==> config.mk <==
export PLATFORM = sky130hd
export DESIGN_NAME = cic_decimator
export DESIGN_NICKNAME = d
export VERILOG_FILES = /design/src/rtl/cic_pkg.sv /design/src/rtl/cic_comb_stage.sv /design/src/rtl/cic_decimator.sv
export SDC_FILE = /design/constraint.sdc
export NUM_CORES = 1
export LEC_CHECK = 0
export CORE_MARGIN = 4
export CORE_UTILIZATION = 60
export DETAILED_ROUTE_END_ITERATION = 7
export DONT_BUFFER_PORTS = 1
export GPL_ROUTABILITY_DRIVEN = 0
export GPL_TIMING_DRIVEN = 0
export PLACE_DENSITY = 0.75
export SLEW_MARGIN = 30
export SYNTH_ARGS = -nofsm -noshare
export SYNTH_HDL_FRONTEND = slang
export SYNTH_SLANG_ARGS = --single-unit
==> constraint.sdc <==
create_clock -name clk -period 3.1 [get_ports clk]
set_clock_uncertainty 0.2 [all_clocks]
set_input_delay 0.31 -clock clk [delete_from_list [all_inputs] [get_ports clk]]
set_output_delay 0.31 -clock clk [all_outputs]
set_load 0.005 [all_outputs]
==> src/rtl/cic_pkg.sv <==
// Shared sizing helpers for the CIC decimator: clog2, accumulator width, ratio-field width.
// Pure constant functions; no logic, no latency.
package cic_pkg;

  function automatic int clog2(input int v);
    int r;
    r = 0;
    while ((1 << r) < v) r = r + 1;
    return r;
  endfunction

  // Hogenauer bit growth: N stages of gain R*M each on top of the input width.
  function automatic int acc_width(input int in_w, input int n, input int rmax, input int m);
    return in_w + n * clog2(rmax * m);
  endfunction

  function automatic int ratio_width(input int rmax);
    return (clog2(rmax) < 1) ? 1 : clog2(rmax);
  endfunction

endpackage

==> src/rtl/cic_comb_stage.sv <==
// One CIC comb (differentiator) section, y = x - x delayed by M valid events; 1 cycle latency.
// No backpressure: acts only on in_valid, delay line holds otherwise.
module cic_comb_stage #(
  parameter int W = 16,
  parameter int M = 1
) (
  input  logic         clk,
  input  logic         rst,
  input  logic         in_valid,
  input  logic [W-1:0] in_data,
  output logic         out_valid,
  output logic [W-1:0] out_data
);

  logic [W-1:0] dly [M];

  always_ff @(posedge clk) begin
    if (rst) begin
      for (int i = 0; i < M; i++) dly[i] <= '0;
      out_valid <= 1'b0;
      out_data  <= '0;
    end else begin
      out_valid <= in_valid;
      if (in_valid) begin
        out_data <= in_data - dly[M-1];
        dly[0]   <= in_data;
        for (int i = 1; i < M; i++) dly[i] <= dly[i-1];
      end
    end
  end

endmodule

==> src/rtl/cic_decimator.sv <==
// Parametrised CIC decimator on a single clock; out_valid N+1 clocks after the R-th accepted sample.
// No backpressure: accepts one sample per in_valid, emits a one-cycle out_valid pulse per block.
module cic_decimator
  import cic_pkg::*;
#(
  parameter int IN_W      = 1,
  parameter int IN_SIGNED = 0,
  parameter int N         = 3,
  parameter int RMAX      = 16,
  parameter int M         = 1,
  parameter int ACC_W     = acc_width(IN_W, N, RMAX, M),
  parameter int OUT_W     = ACC_W
) (
  input  logic                          clk,
  input  logic                          rst,
  input  logic                          in_valid,
  input  logic [IN_W-1:0]               in_data,
  input  logic [ratio_width(RMAX)-1:0]  dec_ratio_m1,
  output logic                          out_valid,
  output logic [OUT_W-1:0]              out_data
);

  localparam int RW = ratio_width(RMAX);

  logic [ACC_W-1:0] x_ext;
  logic [ACC_W-1:0] integ     [N];
  logic [ACC_W-1:0] integ_nxt [N];
  logic [RW-1:0]    cnt;
  logic [RW-1:0]    r_act;
  logic [ACC_W-1:0] comb_in;
  logic             comb_in_valid;

  logic [N:0][ACC_W-1:0] c_dat;
  logic [N:0]            c_vld;

  always_comb begin
    if (IN_SIGNED != 0) x_ext = ACC_W'($signed(in_data));
    else                x_ext = ACC_W'(in_data);
  end

  // Each integrator adds the previous stage's registered (old) value; wrap is intentional.
  always_comb begin
    integ_nxt[0] = integ[0] + x_ext;
    for (int k = 1; k < N; k++) integ_nxt[k] = integ[k] + integ[k-1];
  end

  always_ff @(posedge clk) begin
    if (rst) begin
      for (int k = 0; k < N; k++) integ[k] <= '0;
      cnt           <= '0;
      r_act         <= dec_ratio_m1;
      comb_in       <= '0;
      comb_in_valid <= 1'b0;
    end else begin
      comb_in_valid <= 1'b0;
      if (in_valid) begin
        for (int k = 0; k < N; k++) integ[k] <= integ_nxt[k];
        if (cnt == r_act) begin
          // Block boundary: new ratio only takes effect here so blocks are never split.
          cnt           <= '0;
          r_act         <= dec_ratio_m1;
          comb_in       <= integ_nxt[N-1];
          comb_in_valid <= 1'b1;
        end else begin
          cnt <= cnt + RW'(1);
        end
      end
    end
  end

  assign c_dat[0] = comb_in;
  assign c_vld[0] = comb_in_valid;

  for (genvar k = 0; k < N; k++) begin : g_comb
    cic_comb_stage #(
      .W (ACC_W),
      .M (M)
    ) u_comb (
      .clk       (clk),
      .rst       (rst),
      .in_valid  (c_vld[k]),
      .in_data   (c_dat[k]),
      .out_valid (c_vld[k+1]),
      .out_data  (c_dat[k+1])
    );
  end

  always_ff @(posedge clk) begin
    if (rst) begin
      out_valid <= 1'b0;
      out_data  <= '0;
    end else begin
      out_valid <= c_vld[N];
      if (c_vld[N]) out_data <= c_dat[N][ACC_W-1 -: OUT_W];
    end
  end

endmodule

==> flow_summary.json <==
{
  "regArea_um2": 3944,
  "ctsResizeCount": 0,
  "worst-path-max-fanout": 3,
  "synth_top_area_frac": 0.2958,
  "leakage_nw": 3.771,
  "synth-edff-count": 82,
  "grt_first_pass_wirelength_um": 27700,
  "hold_viol": 0,
  "finalCoreUtilization": 0.6866,
  "post-place-cells": 980,
  "ys_seq_area_frac": 0.4737,
  "finalSetupViolCount": 0,
  "num_vias": 5864,
  "dp_hpwl_um": 11980,
  "cap_violations": 0,
  "antenna_found_initial": 0,
  "fillers": 1008,
  "cp.arrival_ns": 2.74,
  "syn_avg_cell_area_um2": 10.36,
  "critPathCapture": "integ[0][34]",
  "first_pass_iters": 5,
  "r2r_cells": 8,
  "switching_share": 0.2448,
  "wl_um": 16480,
  "fmax_ghz": 0.3635,
  "reg2reg_from": "integ[0][13]",
  "wire_per_inst_um": 16.22,
  "hold_buffers": 4,
  "initial_utilization": 0.6213,
  "cts_inserted_buffers": 17,
  "layout.cells.non_filler": 1016,
  "drc": 0,
  "ys_ff_latch": 156,
  "n_antenna_cell": 0,
  "net-switching-power_w": 0.001231,
  "yosys.cell_types.count": 50,
  "ios": 22,
  "grt_max_degree": 40,
  "crit_type": "reg2reg",
  "ir_drop_mv": 0.5771,
  "grt_overflow": 0,
  "synthArstFlopShare": 0,
  "htree_levels": 4,
  "r2r-end": "integ[0][34]",
  "post-cts-setup-buffers": 0,
  "std_cell_rows": 42,
  "synthesis.area_um2": 8325,
  "grt_pass1_vias": 5959,
  "clockPowerShare": 0.431,
  "track_usage": 0.2131,
  "tightest_slew_ns": 0.9163,
  "antenna_left": 0,
  "drive_gt1_frac": 0.04881,
  "startpoint": "integ[0][13]",
  "cts.sinks": 156,
  "synth_ff_type": "edfxtp_1",
  "slew_violations": 0,
  "path_clk_slew_ns": 0.06,
  "crit_required_ns": 3.08,
  "core_area_um2": 13400,
  "clk_latency_ns": 0.43,
  "cts_tree": "done",
  "powerDensity_nw_per_um2": 546.5,
  "synth-warning-count": 0,
  "die_width_um": 125.8,
  "synth_nets": 880,
  "synth_top_area_cell": "edfxtp_1",
  "dieArea_um2": 15820,
  "cp-end-kind": "flip-flop",
  "synthToLayoutAreaGrowth_pct": 10.50,
  "seqPwrFrac": 0.460,
  "synthCells": 804,
  "slew-limit-headroom": 0.3891,
  "pwr-share-comb": 0.109,
  "finalCriticalPeriod_ns": 2.751,
  "port_buffers": 0,
  "multiInputGateArea_um2": 4090,
  "drtIter0Drc": 325,
  "tns_ns": 0,
  "rsz0062_at_grt": "false",
  "yosys-top-cells-area": "edfxtp_1 (30%), dfxtp_1 (18%), ha_1 (9.5%)",
  "crit_path_start_kind": "flip-flop",
  "p_int_w": 0.003798,
  "hp-class": "in2reg",
  "clock_path_buffers": 2,
  "root_buffer": "clkbuf_16",
  "post_drt_via_cell_ratio": 5.772,
  "status": "finished clean",
  "die_h_um": 125.8,
  "period_share": 0.8875,
  "r2r_slack_ns": 0.35,
  "nNetsFinal": 903
}
metal layers:
layer,GRT usage,part of all wire,up-vias
li1,-,-,2916
met1,0.2361,0.41,2788
met2,0.3955,0.52,126
met3,0.04657,0.039,34
met4,0.08644,0.026,0
met5,0,0,-
critical path, stage by stage, from the launching register on:
cell and delay (ns):
edfxtp_1 0.40, ha_1 0.27, fa_1 0.44, a211oi_2 0.29, nor2_1 0.12, o21a_1 0.22
o41ai_2 0.24, xnor2_1 0.15, and2_1 0.17
kinds of logic (layout without fill, tap and decap cells):
family,count (synthesis),after routing,synth area share
adders and majority gates,68,68,0.1067
xor gates and xnor gates,60,60,0.06312
AOI/OAI and AO/OA,183,183,0.1543
DFF,156,156,0.4737
buffers and inverters,77,113,0.03502
and+or+nand+nor,237,237,0.1395
muxes,23,23,0.02765
state kept, by name, indices dropped and copies added, names as in the netlist:
register / flops
cnt: 4
comb_in: 13
comb_in_valid: 1
g_comb.u_comb.dly: 39
g_comb.u_comb.out_data: 39
g_comb.u_comb.out_valid: 3
integ: 39
out_data: 13
out_valid: 1
r_act: 4
final cells by class:
type / count / share of cell area
multi-input combinational: 571 / 0.4446
tap: 176 / 0.02394
clock inverter: 13 / 0.01741
inverter: 54 / 0.02203
clock buffer: 19 / 0.04937
timing repair buffer: 4 / 0.004352
buffer: 23 / 0.009656
sequential: 156 / 0.4287
cell usage in the layout (no fill, tap or decap), types with 22 or more instances in the layout:
| cell type | instances |
|---|---|
| a22o_1 | 23 |
| xnor2_1 | 22 |
| mux2i_1 | 23 |
| ha_1 | 63 |
| nand2_1 | 23 |
| a21oi_1 | 39 |
| o21ai_0 | 28 |
| and2_1 | 50 |
| edfxtp_1 | 82 |
| dfxtp_1 | 74 |
| nor2_1 | 95 |
| xor2_1 | 38 |
| inv_1 | 54 |
metrics by stage:
stage	hold WS [ns]	area, µm²	power [W]	setup slack, ns
detailed placement	0.2089	8546	0.002890	0.3649
global placement	0.2089	8546	0.002862	0.3786
global route	0.02196	9200	0.005205	0.2366
floorplan	0.2089	8325	0.002762	0.6080
finish	0.01343	9200	0.005028	0.3486
CTS	0.0004061	9200	0.005045	0.3480
synthesized netlist by cell type (all sizes together) (22+ instances only):
cell,count
xor2,38
a22o,23
a21oi,39
dfxtp,74
nand2,23
and2,50
inv,54
xnor2,22
ha,63
mux2i,23
nor2,95
edfxtp,82
o21ai,31
power groups by stage:
stage	sequential (W)	combinational (W)	clock, W
after floorplan	0.00234	0.000425	0
after global placement	0.00236	0.000507	0
after detailed placement	0.00236	0.000531	0
after CTS	0.00231	0.000543	0.00219
after global routing	0.00232	0.000611	0.00227
final	0.00232	0.000546	0.00217
how the worst min path moves through the flow:
stage               slack, ns          end             from  depth (start not counted)
CTS                    0.0004  integ[0][0]          in_data                          2
floorplan                0.21     r_act[0]  dec_ratio_m1[0]                          0
global route             0.02  integ[0][0]          in_data                          2
global placement         0.21     r_act[1]  dec_ratio_m1[1]                          0
detailed placement       0.21     r_act[1]  dec_ratio_m1[1]                          0
finish                   0.01  integ[0][0]          in_data                          2
(Power assumes the default switching activity.)
